## config.mk

```make
export PLATFORM = sky130hd
export DESIGN_NAME = rpi1031_sense_flat
export DESIGN_NICKNAME = d
export VERILOG_FILES = /design/src/rtl/rpi1031_sense_pkg.sv /design/src/rtl/rpi1031_sense_if.sv /design/src/rtl/rpi1031_sense_debounce.sv /design/src/rtl/rpi1031_sense.sv /design/src/flat_wrapper.sv
export SDC_FILE = /design/constraint.sdc
export NUM_CORES = 1
export LEC_CHECK = 0
export CAP_MARGIN = 30
export CORE_UTILIZATION = 46
export DETAILED_ROUTE_END_ITERATION = 12
export DONT_BUFFER_PORTS = 1
export SYNTH_ARGS = -nofsm -noshare
export SYNTH_HDL_FRONTEND = slang
export SYNTH_HIERARCHICAL = 1
export SYNTH_SLANG_ARGS = --single-unit
```

## constraint.sdc

```tcl
create_clock -name clk -period 4.35 [get_ports clk]
set_input_delay 1.305 -clock clk [delete_from_list [all_inputs] [get_ports clk]]
set_output_delay 1.305 -clock clk [all_outputs]
set_load 0.03 [all_outputs]
```

## src/rtl/rpi1031_sense_pkg.sv

```systemverilog
// Shared types and helpers for the RPI1031 tilt-sensor front end.
// Event record layout, event kinds, queue depth and ms-to-cycle conversion.
package rpi_sense_pkg;

  typedef struct packed {
    logic [1:0] state;
    logic [7:0] seq;
    logic       kind;
  } rpi_evt_t;

  localparam logic EVT_CHANGE   = 1'b0;
  localparam logic EVT_PERIODIC = 1'b1;
  localparam int   QUEUE_DEPTH  = 2;

  function automatic int unsigned ms_to_cycles(input int unsigned clk_mhz, input int unsigned ms);
    return clk_mhz * 1000 * ms;
  endfunction

endpackage

```

## src/rtl/rpi1031_sense_if.sv

```systemverilog
// Event handshake between the sensor front end (master) and the UART sender (slave).
// Head fields are held stable by the master while evt_valid && !evt_ready.
interface rpi1031_sense_if;
  import rpi_sense_pkg::*;

  logic       evt_valid;
  logic       evt_ready;
  logic [1:0] evt_state;
  logic [7:0] evt_seq;
  logic       evt_kind;
  logic       evt_overflow;

  modport master (
    output evt_valid, evt_state, evt_seq, evt_kind, evt_overflow,
    input  evt_ready
  );

  modport slave (
    input  evt_valid, evt_state, evt_seq, evt_kind, evt_overflow,
    output evt_ready
  );

endinterface

```

## src/rtl/rpi1031_sense_debounce.sv

```systemverilog
// rpi_debounce: 2-FF sync then shared-counter debounce; stable updates 3+DEB_CYCLES cycles after a pin edge.
// chg pulses for one cycle alongside the new stable value; no backpressure, it never stalls.
module rpi_debounce #(
  parameter int unsigned W          = 2,
  parameter int unsigned DEB_CYCLES = 1000
) (
  input  logic         clk,
  input  logic         rst_n,
  input  logic [W-1:0] raw,
  output logic [W-1:0] stable,
  output logic         chg
);

  localparam int CW = (DEB_CYCLES > 1) ? $clog2(DEB_CYCLES) : 1;
  localparam logic [CW-1:0] CNT_LAST = CW'(DEB_CYCLES - 1);

  logic [W-1:0]  sync_d;
  logic [W-1:0]  sync_q;
  logic [W-1:0]  cand;
  logic [CW-1:0] cnt;

  // Any movement of the synchronised vector restarts the whole window, so a
  // multi-bit transition is accepted only once every bit has settled.
  always_ff @(posedge clk or negedge rst_n) begin
    if (!rst_n) begin
      sync_d <= '0;
      sync_q <= '0;
      cand   <= '0;
      cnt    <= '0;
      stable <= '0;
      chg    <= 1'b0;
    end else begin
      sync_d <= raw;
      sync_q <= sync_d;
      chg    <= 1'b0;
      if (sync_q != cand) begin
        cand <= sync_q;
        cnt  <= '0;
      end else if (cand != stable) begin
        if (cnt == CNT_LAST) begin
          stable <= cand;
          cnt    <= '0;
          chg    <= 1'b1;
        end else begin
          cnt <= cnt + 1'b1;
        end
      end else begin
        cnt <= '0;
      end
    end
  end

endmodule

```

## src/rtl/rpi1031_sense.sv

```systemverilog
// rpi1031_sense: debounced tilt state plus a 2-entry FWFT event queue; optional periodic reports under RPI_PERIODIC_EN.
// Pin edge to stable_state 3+DEB_CYCLES cycles, evt_valid one later; full queue without a pop drops the event and sets evt_overflow.
module rpi1031_sense
  import rpi_sense_pkg::*;
#(
  parameter int unsigned CLK_FRE     = 50,
  parameter int unsigned DEBOUNCE_MS = 20,
  parameter int unsigned PERIOD_MS   = 1000
) (
  input  logic             clk,
  input  logic             rst_n,
  input  logic [1:0]       RPI1031_state,
  output logic [1:0]       stable_state,
  rpi1031_sense_if.master  evt
);

  localparam int unsigned DEB_RAW    = ms_to_cycles(CLK_FRE, DEBOUNCE_MS);
  localparam int unsigned DEB_CYCLES = (DEB_RAW == 0) ? 1 : DEB_RAW;
  localparam int          QW         = $clog2(QUEUE_DEPTH);

  logic chg;

  rpi_debounce #(
    .W          (2),
    .DEB_CYCLES (DEB_CYCLES)
  ) u_debounce (
    .clk    (clk),
    .rst_n  (rst_n),
    .raw    (RPI1031_state),
    .stable (stable_state),
    .chg    (chg)
  );

  logic per_fire;

`ifdef RPI_PERIODIC_EN
  localparam int unsigned PER_RAW    = ms_to_cycles(CLK_FRE, PERIOD_MS);
  localparam int unsigned PER_CYCLES = (PER_RAW == 0) ? 1 : PER_RAW;
  localparam int          TW         = (PER_CYCLES > 1) ? $clog2(PER_CYCLES) : 1;
  localparam logic [TW-1:0] TMR_LAST = TW'(PER_CYCLES - 1);

  logic [TW-1:0] tmr;

  // A change event takes the slot and restarts the period instead.
  assign per_fire = (tmr == TMR_LAST) && !chg;

  always_ff @(posedge clk or negedge rst_n) begin
    if (!rst_n) begin
      tmr <= '0;
    end else if (chg || (tmr == TMR_LAST)) begin
      tmr <= '0;
    end else begin
      tmr <= tmr + 1'b1;
    end
  end
`else
  assign per_fire = 1'b0;
`endif

  rpi_evt_t       q_mem [QUEUE_DEPTH];
  logic [QW-1:0]  wr_ptr;
  logic [QW-1:0]  rd_ptr;
  logic [QW:0]    count;
  logic [7:0]     seq;
  logic           overflow;
  logic           push;
  logic           pop;
  logic           push_ok;
  rpi_evt_t       push_dat;
  rpi_evt_t       head;

  assign push    = chg | per_fire;
  assign pop     = (count != '0) && evt.evt_ready;
  // Full queue still accepts a push when the head leaves in the same cycle.
  assign push_ok = push && ((count != (QW+1)'(QUEUE_DEPTH)) || pop);

  always_comb begin
    push_dat       = '0;
    push_dat.state = stable_state;
    push_dat.seq   = seq;
    push_dat.kind  = per_fire ? EVT_PERIODIC : EVT_CHANGE;
  end

  always_ff @(posedge clk or negedge rst_n) begin
    if (!rst_n) begin
      for (int i = 0; i < QUEUE_DEPTH; i++) begin
        q_mem[i] <= '0;
      end
      wr_ptr   <= '0;
      rd_ptr   <= '0;
      count    <= '0;
      seq      <= '0;
      overflow <= 1'b0;
    end else begin
      // Dropped events still consume a number so the consumer can see the gap.
      if (push) begin
        seq <= seq + 8'd1;
      end
      if (push_ok) begin
        q_mem[wr_ptr] <= push_dat;
        wr_ptr        <= wr_ptr + 1'b1;
      end
      if (push && !push_ok) begin
        overflow <= 1'b1;
      end
      if (pop) begin
        rd_ptr <= rd_ptr + 1'b1;
      end
      case ({push_ok, pop})
        2'b10:   count <= count + 1'b1;
        2'b01:   count <= count - 1'b1;
        default: count <= count;
      endcase
    end
  end

  assign head             = q_mem[rd_ptr];
  assign evt.evt_valid    = (count != '0);
  assign evt.evt_state    = head.state;
  assign evt.evt_seq      = head.seq;
  assign evt.evt_kind     = head.kind;
  assign evt.evt_overflow = overflow;

endmodule
```

## src/flat_wrapper.sv

```systemverilog
// flat-port wrapper written by rule: the top's interface ports become plain ports
module rpi1031_sense_flat import rpi_sense_pkg::*;
#(
  parameter int unsigned CLK_FRE     = 50,
  parameter int unsigned DEBOUNCE_MS = 20,
  parameter int unsigned PERIOD_MS   = 1000
)
  (clk, rst_n, RPI1031_state, stable_state, evt_evt_valid, evt_evt_state, evt_evt_seq, evt_evt_kind, evt_evt_overflow, evt_evt_ready);
  rpi1031_sense_if evt_i ();
  input  logic clk;
  input  logic rst_n;
  input  logic [1:0] RPI1031_state;
  output logic [1:0] stable_state;
  output wire logic [$bits(evt_i.evt_valid)-1:0] evt_evt_valid;
  output wire logic [$bits(evt_i.evt_state)-1:0] evt_evt_state;
  output wire logic [$bits(evt_i.evt_seq)-1:0] evt_evt_seq;
  output wire logic [$bits(evt_i.evt_kind)-1:0] evt_evt_kind;
  output wire logic [$bits(evt_i.evt_overflow)-1:0] evt_evt_overflow;
  input wire logic [$bits(evt_i.evt_ready)-1:0] evt_evt_ready;
  assign evt_evt_valid = evt_i.evt_valid;
  assign evt_evt_state = evt_i.evt_state;
  assign evt_evt_seq = evt_i.evt_seq;
  assign evt_evt_kind = evt_i.evt_kind;
  assign evt_evt_overflow = evt_i.evt_overflow;
  assign evt_i.evt_ready = evt_evt_ready;
  rpi1031_sense #(.CLK_FRE(CLK_FRE), .DEBOUNCE_MS(DEBOUNCE_MS), .PERIOD_MS(PERIOD_MS)) u_core (.clk(clk), .rst_n(rst_n), .RPI1031_state(RPI1031_state), .stable_state(stable_state), .evt(evt_i));
endmodule
```

After elaboration in Yosys (flattened, before gate mapping)
Cells that the tools add are included.

Register bits: 64. Input bits: 5. Logic and storage cells: 57.

Add/sub/neg operators: 6. $lt $le $gt $ge: 3. Equal/unequal tests: 6. Muxes and demuxes: 13. Bitwise logic cells: 3. Reductions and logical operators: 9.

Operators with widths (number): 20-bit 2-to-1 mux (3); 11-bit 2-to-1 mux (4); 22-bit bitwise mux (1); 20-bit by 1-bit adder with 20-bit output (second input constant) (1); 20-bit == test (second input constant) (1); 11-bit demux with 1-bit select (1); 8-bit by 1-bit adder with 8-bit output (second input constant) (1); 2-bit >= comparator (second input constant) (2); 1-bit logical AND (4); 2-bit != test (2); 1-bit NOT with 2-bit output (2); 2-bit case mux with 2 select lines (1); 2-bit nonzero test (2); 1-bit 2-to-1 mux (3); 3-bit AND reduction (1); 1-bit adder (second input constant) (2); 2-bit by 1-bit adder with 2-bit output (second input constant) (1); 2-bit by 1-bit == test with 1-bit output (second input constant) (1); 2-bit == test (second input constant) (1); 2-bit by 1-bit less-than comparator with 1-bit output (second input constant) (1); 2-bit != test (second input constant) (1); 2-bit by 1-bit subtractor with 2-bit output (second input constant) (1); 1-bit zero test (1); 1-bit logical OR (1); 1-bit NOT (1).

Logic depth before layout (Yosys ltp)
Gate-level depths: netlist of the first run.

Depth after elaboration: 6. Mapped depth: 7. Gate-level depth less buffers: 6.

Hierarchy
The synthesis of the first run kept the hierarchy.

By module, submodules not included: rpi1031_sense (times used 1, cells each 100, area each 1485.2 µm², sequential area each 825.8 µm²); rpi_debounce (times used 1, cells each 124, area each 1335.0 µm², sequential area each 725.7 µm²).

Least setup slack after synthesis of the first run
OpenSTA, ideal clock, no wires.

Path kind: input-to-reg. Start: input evt_evt_ready. End: register u_core.count[1]. Data arrival time: 2248 ps. Required time: 4271 ps. Setup slack: 2023 ps. Stages on the path: 5. Buffers on the path: 0. Path through: nor3b_2 nand2b_1 ha_1 nor2_1 xor2_1.

Longest elaborated chain between the ends: 5.

RTL lines: start, declared (RTL line flat_wrapper.sv:19) `input wire logic [$bits(evt_i.evt_ready)-1:0] evt_evt_ready;`; 1-bit logical AND (*) (RTL line rpi1031_sense.sv:73) `assign pop = (count != '0) && evt.evt_ready;`; 1-bit logical OR (RTL line rpi1031_sense.sv:75) `assign push_ok = push && ((count != (QW+1)'(QUEUE_DEPTH)) || pop);`; 1-bit logical AND (RTL line rpi1031_sense.sv:75); 2-bit by 1-bit == test with 1-bit output / 2-bit == test (equally long branches) (RTL line rpi1031_sense.sv:109) `case ({push_ok, pop})`; 2-bit case mux with 2 select lines / 2-bit nonzero test (equally long branches); end signal, assigned (RTL line rpi1031_sense.sv:110) `2'b10: count <= count + 1'b1;`; end signal, assigned (RTL line rpi1031_sense.sv:111) `2'b01: count <= count - 1'b1;`; end signal, assigned (RTL line rpi1031_sense.sv:112) `default: count <= count;`; end, declared (RTL line rpi1031_sense.sv:63) `logic [QW:0] count;`.

Mark *: on every way between the ends. The rest lies on a longest branch, timed or not. A chain may end at the register's enable or synchronous reset.

Worst setup path in the final report of the first run
Start: register u_core.rd_ptr. End: output evt_evt_seq[1].

Longest elaborated chain between the ends: 4.

RTL lines: start, declared (RTL line rpi1031_sense.sv:62) `logic [QW-1:0] rd_ptr;`; start signal, assigned (RTL line rpi1031_sense.sv:107) `rd_ptr <= rd_ptr + 1'b1;`; 1-bit NOT with 2-bit output (implied by the code) (RTL line rpi1031_sense.sv:117) `assign head = q_mem[rd_ptr];`; 11-bit 2-to-1 mux (implied by the code) (3 in series) (RTL line rpi1031_sense.sv:117); end, declared (RTL line flat_wrapper.sv:16) `output wire logic [$bits(evt_i.evt_seq)-1:0] evt_evt_seq;`.

No other way between the ends. The select of a mux whose other input is x is not followed.

==> impl_metrics.ini, run 1 <==
[outcome]
status = finished clean

[sta]
holdWs_ns = 0.3531
period_share_pct = 64.24
tightestPinTransition_ns = 0.5981
timing.fmax_mhz = 357.9
drv_slew = 0
rsz0062_at_grt = no
fin_skew_ns = 0.009814
setup_ws_ns = 1.556
finalSetupViolations = 0
hold_violations = 0
tns_ns = 0
relSlewSlack_pct = 60.08
final.min_clock_period_ns = 2.794

[place]
dp_cells = 290
hpwl_um = 3027
pre_cts_ws_ns = 1.830
gp_congestion = 0.7516
io_buffers = 0

[flow_run]
maxCapViolations = 0

[worst_setup_path]
crit_chain = mux2_2
start_kind = flip-flop
slowest_delay_ns = 0.65
required_ns = 3.04
critical_path_arrival_ns = 1.49
path_max_fanout = 11
path_delay_family = flip-flops
critPathSlowestCell = dfrtp_1
setup.worst_path.end_class = output port
path_class = flip-flop to output port
crit_buf_inv = 0

[grt]
antenna_found_initial = 0
grt_pass1_wl_um = 7859
use_met3_pct = 4.318
busiest_layer = met2
grt_util_met2_pct = 24.02
use_met1_pct = 22.34
grt_pass1_vias = 1605
grt-ovfl-total = 0
grt_max_degree = 63
grt_usage_pct = 16.92

[synthesis]
avgSynthCellArea_um2 = 12.59
syn-cell-area_um2 = 2820
synth_nets = 232
yosys.area.top_type_share_pct = 55.01
synth-async-reset-ratio_pct = 100.0
yosysTopAreaCell = dfrtp_1
synth_warnings = 6
synth.most_common_cell = dfrtp_1
synth-seq-area-share_pct = 55.01
synthTopCellsByCount = dfrtp_1, mux2_2, nor2_1, xnor2_1, xor2_1
synth.distinct_cells = 38
synth_cells = 224
synth-edff-count = 0
synth-seq-cells = 62
synth_area_leaders = dfrtp_1, mux2_2, mux2_4, xnor2_1, xor2_1
ys_dominant_reg_cell = dfrtp_1

[cts]
postCtsSetupBuffers = 0
clockBufferDepth = 2
cts_root_buf = clkbuf_8
cts_buffers = 9
htree_levels = 3
cts_tree = done
cts_num_sinks = 62
path_clk_slew_ns = 0.07
cts_repair_resize_count = 0
cts_hold_buf = 0
insertion_delay_ns = 0.34

[die]
dieWidth_um = 80.30
initial_core_util_pct = 47.63
row_count = 28
die_h_um = 80.30
die_area_um2 = 6448
ios = 20
core-area_um2 = 5921

[power]
p_per_area_nw_per_um2 = 344.2
p_leak_nw = 1.356
peakVddDrop_mv = 0.2045
swShare_pct = 21.67
intPower_mw = 0.8188
pwr-share-comb_pct = 1.2
clkPwrFrac_pct = 42.9
p_seq_share_pct = 55.8
netSwitchingPower_mw = 0.2265

[routing]
viasPerCell = 5.416
drc = 0
via_count = 1652
ant_nets = 0
firstDrtPassIters = 4
wl_per_cell_um = 15.30
first_iter_violations = 46
postRouteWirelength_um = 4667

[final_layout]
drive_gt1_share_pct = 24.35
n_antenna_cell = 0
fillCellCount = 521
syn2layout_area_growth_pct = 7.675
nNetsFinal = 234
multi_input_area_um2 = 1201
fin_cells = 305
seq_area_um2 = 1551

[min_path]
min_path_type = flip-flop to flip-flop
==> power groups by stage <==
stage | Combinational (mW) | Sequential (mW) | Clock [mW]
2_1_floorplan | 0.0131 | 0.594 | 0
3_3_place_gp | 0.0134 | 0.594 | 0
3_5_place_dp | 0.0132 | 0.595 | 0
4_1_cts | 0.0133 | 0.584 | 0.463
5_1_grt | 0.0148 | 0.583 | 0.493
6_report | 0.0128 | 0.584 | 0.449
==> kinds of logic (layout without fill, tap and decap cells) <==
logic type / count (synthesis) / in the layout / share of synthesized area [%]
adders and majority gates: 3 / 3 / 1.331
muxes: 33 / 33 / 14.51
AOI/OAI and AO/OA: 13 / 13 / 3.239
xor gates and xnor gates: 29 / 29 / 9.006
DFF: 62 / 62 / 55.01
other: 1 / 1 / 0.1330
buffers and inverters: 11 / 17 / 2.396
and+or+nand+nor: 72 / 72 / 14.37
==> layout make-up <==
type | count | area share (%)
clock buffers | 12 | 5.109
clock inverters | 3 | 0.6593
inverters | 1 | 0.1236
multi-input cells | 151 | 39.55
flip-flops and latches | 62 | 51.09
well taps | 75 | 3.090
repair buffers | 1 | 0.3708
==> sequential cells by signal (all words and copies together) (netlist names) <==
signal                    cells
u_core/wr_ptr                 1
u_core/u_debounce/cnt        20
u_core/evt.evt_overflow       1
u_core/seq                    8
u_core/u_debounce/chg         1
u_core/u_debounce/sync_q      2
u_core/u_debounce/cand        2
u_core/u_debounce/sync_d      2
u_core/u_debounce/stable      2
u_core/rd_ptr                 1
u_core/count                  2
u_core/q_mem                 20
==> worst paths after layout <==
check / start / endpoint / slack (ns) / depth (start not counted)
worst min register to register: u_core/u_debounce/sync_d[1] / u_core/u_debounce/sync_q[1] / 0.35 / 0
worst min-delay path: u_core/u_debounce/sync_d[1] / u_core/u_debounce/sync_q[1] / 0.35 / 0
worst max register to register: u_core/u_debounce/cnt[14] / u_core/u_debounce/stable[1] / 2.47 / 4
worst max-delay path: u_core/rd_ptr / evt_evt_seq[1] / 1.56 / 1
max in group asynchronous: rst_n / u_core/u_debounce/cnt[16] / 3.57 / 0
min in group asynchronous: rst_n / u_core/q_mem[14] / 0.65 / 0
==> routing by layer <==
layer	wire [um]	up-vias
met5	0	-
met4	164	0
met3	162	14
met2	2021	32
met1	2318	819
li1	-	787
==> cell usage in the layout, fill, tap and decap left out, types with 2 or more instances in the layout <==
cell        instances
or4_1               3
a21oi_1             5
dfrtp_1            62
and4_2              2
nor3_1              2
ha_1                3
mux2_2             21
nor3b_2             2
mux2_4             10
xor2_1             13
nand2_1            11
nor2_1             18
clkinvlp_4          2
nor4_1              3
nand3_1             7
and3_1              3
nand4_1            10
o21ai_0             2
mux2_1              2
o31ai_1             3
clkbuf_8           11
or3_1               3
xnor2_1            16
==> metrics by stage <==
stage	power (mW)	util (%)	instance area (um2)
2_1_floorplan	0.6071	-	2820
3_3_place_gp	0.6078	48.14	2850
3_5_place_dp	0.6078	48.33	2861
4_1_cts	1.060	51.29	3037
5_1_grt	1.091	51.29	3037
6_report	1.045	51.29	3037
==> worst reg2reg max path, cell delays in order, from the launching register on <==
cell,delay (ns)
dfrtp_1,0.45
nand4_1,0.19
or4_4,0.56
nor3_2,0.23
mux2_1,0.34
No activity file was read; power rests on OpenSTA's default activity.
==> inputs of run 2 (changes only) <==
clock period = 2.9 ns   (was 4.35 ns; I/O delays follow)
==> impl_metrics.ini, run 2 (synthesized netlist as in run 1, its figures left out) <==
[outcome]
status = finished clean

[worst_setup_path]
cp.depth = 1
start_kind = flip-flop
rr_worst_depth = 4
crit_chain = mux2_2
required_ns = 2.03
path_max_fanout = 11
slowest_delay_ns = 0.65
path_class = flip-flop to output port
crit_buf_inv = 0
critical_path_arrival_ns = 1.48
r2r_setup_slack_ns = 1.01
critPathSlowestCell = dfrtp_1
path_delay_family = flip-flops
setup.worst_path.end_class = output port

[cts]
htree_levels = 3
cts_buffers = 9
insertion_delay_ns = 0.34
clockBufferDepth = 2
postCtsSetupBuffers = 0
path_clk_slew_ns = 0.08
cts_tree = done
cts_repair_resize_count = 0
cts_num_sinks = 62
cts_hold_buf = 0
cts_root_buf = clkbuf_8

[routing]
ant_nets = 0
drc = 0
first_iter_violations = 59
viasPerCell = 5.343
postRouteWirelength_um = 4511
wl_per_cell_um = 14.74
firstDrtPassIters = 4
via_count = 1635

[sta]
tightestPinTransition_ns = 0.5652
tns_ns = 0
finalSetupViolations = 0
fin_skew_ns = 0.007774
holdWs_ns = 0.2163
period_share_pct = 81.00
timing.fmax_mhz = 425.7
relSlewSlack_pct = 62.28
final.min_clock_period_ns = 2.349
hold_violations = 0
setup_ws_ns = 0.5509
drv_slew = 0
rsz0062_at_grt = no

[final_layout]
layout_commonest_cell = dfrtp_1
nNetsFinal = 234
multi_input_area_um2 = 1201
finish.instance_area_um2 = 3079
drive_gt1_share_pct = 25.11
syn2layout_area_growth_pct = 9.184
layout_common_cells = dfrtp_1, mux2_2, nor2_1
top_regs = u_core/q_mem x20, u_core/u_debounce/cnt x20, u_core/seq x8
n_antenna_cell = 0
seq_area_um2 = 1551
fillCellCount = 509

[grt]
antenna_found_initial = 0
grt-ovfl-total = 0
grt_max_degree = 63
grt_pass1_vias = 1570
grt_usage_pct = 16.36
grt_pass1_wl_um = 7707

[power]
p_per_area_nw_per_um2 = 563.7
pwr-share-comb_pct = 1.1
intPower_mw = 1.363
power.total_mw = 1.736
p_leak_nw = 1.377
netSwitchingPower_mw = 0.3724
p_seq_share_pct = 50.4
peakVddDrop_mv = 0.3352
clkPwrFrac_pct = 48.5
swShare_pct = 21.45

[place]
pre_cts_ws_ns = 0.8893
hpwl_um = 2821
io_buffers = 0
placed_area_um2 = 2858
gp_congestion = 0.7152

[die]
die_area_um2 = 6448
row_count = 28
ios = 20
die_h_um = 80.30
initial_core_util_pct = 47.63
core-area_um2 = 5921
dieWidth_um = 80.30

[flow_run]
maxCapViolations = 0

[min_path]
min_path_type = input pin to async pin
-- run 2: cell types whose count changed in the layout (fill, tap and decap cells not counted) --
| cell | change |
|---|---|
| bufinv_16 | +2 |
| clkbuf_8 | -2 |
| buf_4 | +1 |
| buf_6 | -1 |
| clkbuf_1 | -1 |
| clkinv_4 | +1 |
| inv_6 | +1 |
-- run 2: per-layer routing --
metal | up-vias | part of all wire, % | global-route usage (%)
met3 | 12 | 3.9 | 4.432
met2 | 31 | 44 | 22.82
met4 | 0 | 2.7 | 10.36
li1 | 788 | - | -
met1 | 804 | 49 | 22.30
met5 | - | 0 | 0
-- run 2: final timing paths --
| kind | start | endpoint |
|---|---|---|
| worst max-delay path | u_core/rd_ptr | evt_evt_seq[1] |
| worst min-delay path | rst_n | u_core/rd_ptr |
| worst max register to register | u_core/u_debounce/cnt[14] | u_core/u_debounce/stable[0] |
| worst min register to register | u_core/u_debounce/sync_d[1] | u_core/u_debounce/sync_q[1] |
| max in group asynchronous | rst_n | u_core/u_debounce/cnt[1] |
| min in group clk | u_core/u_debounce/sync_d[1] | u_core/u_debounce/sync_q[1] |
-- run 2: final cells by class --
class                   count  area share [%]
well taps                  75           3.048
clock inverters             7           3.169
multi-input cells         151           39.01
clock buffers               9           4.023
inverters                   1          0.1219
repair buffers              1          0.2438
flip-flops and latches     62           50.39
-- run 2: stage by stage --
stage / std cells / utilization, %
after CTS: 306 / 52.01
after global routing: 306 / 52.01
final: 306 / 52.01
after global placement: 290 / 48.27
after floorplan: 224 / -
after detailed placement: 290 / 48.27
-- run 2: power groups by stage --
stage | Combinational, mW | Clock (mW) | Sequential [mW]
floorplan | 0.0197 | 0 | 0.891
global placement | 0.0202 | 0 | 0.892
detailed placement | 0.0201 | 0 | 0.892
CTS | 0.0201 | 0.866 | 0.875
global route | 0.0218 | 0.899 | 0.875
finish | 0.0195 | 0.841 | 0.875
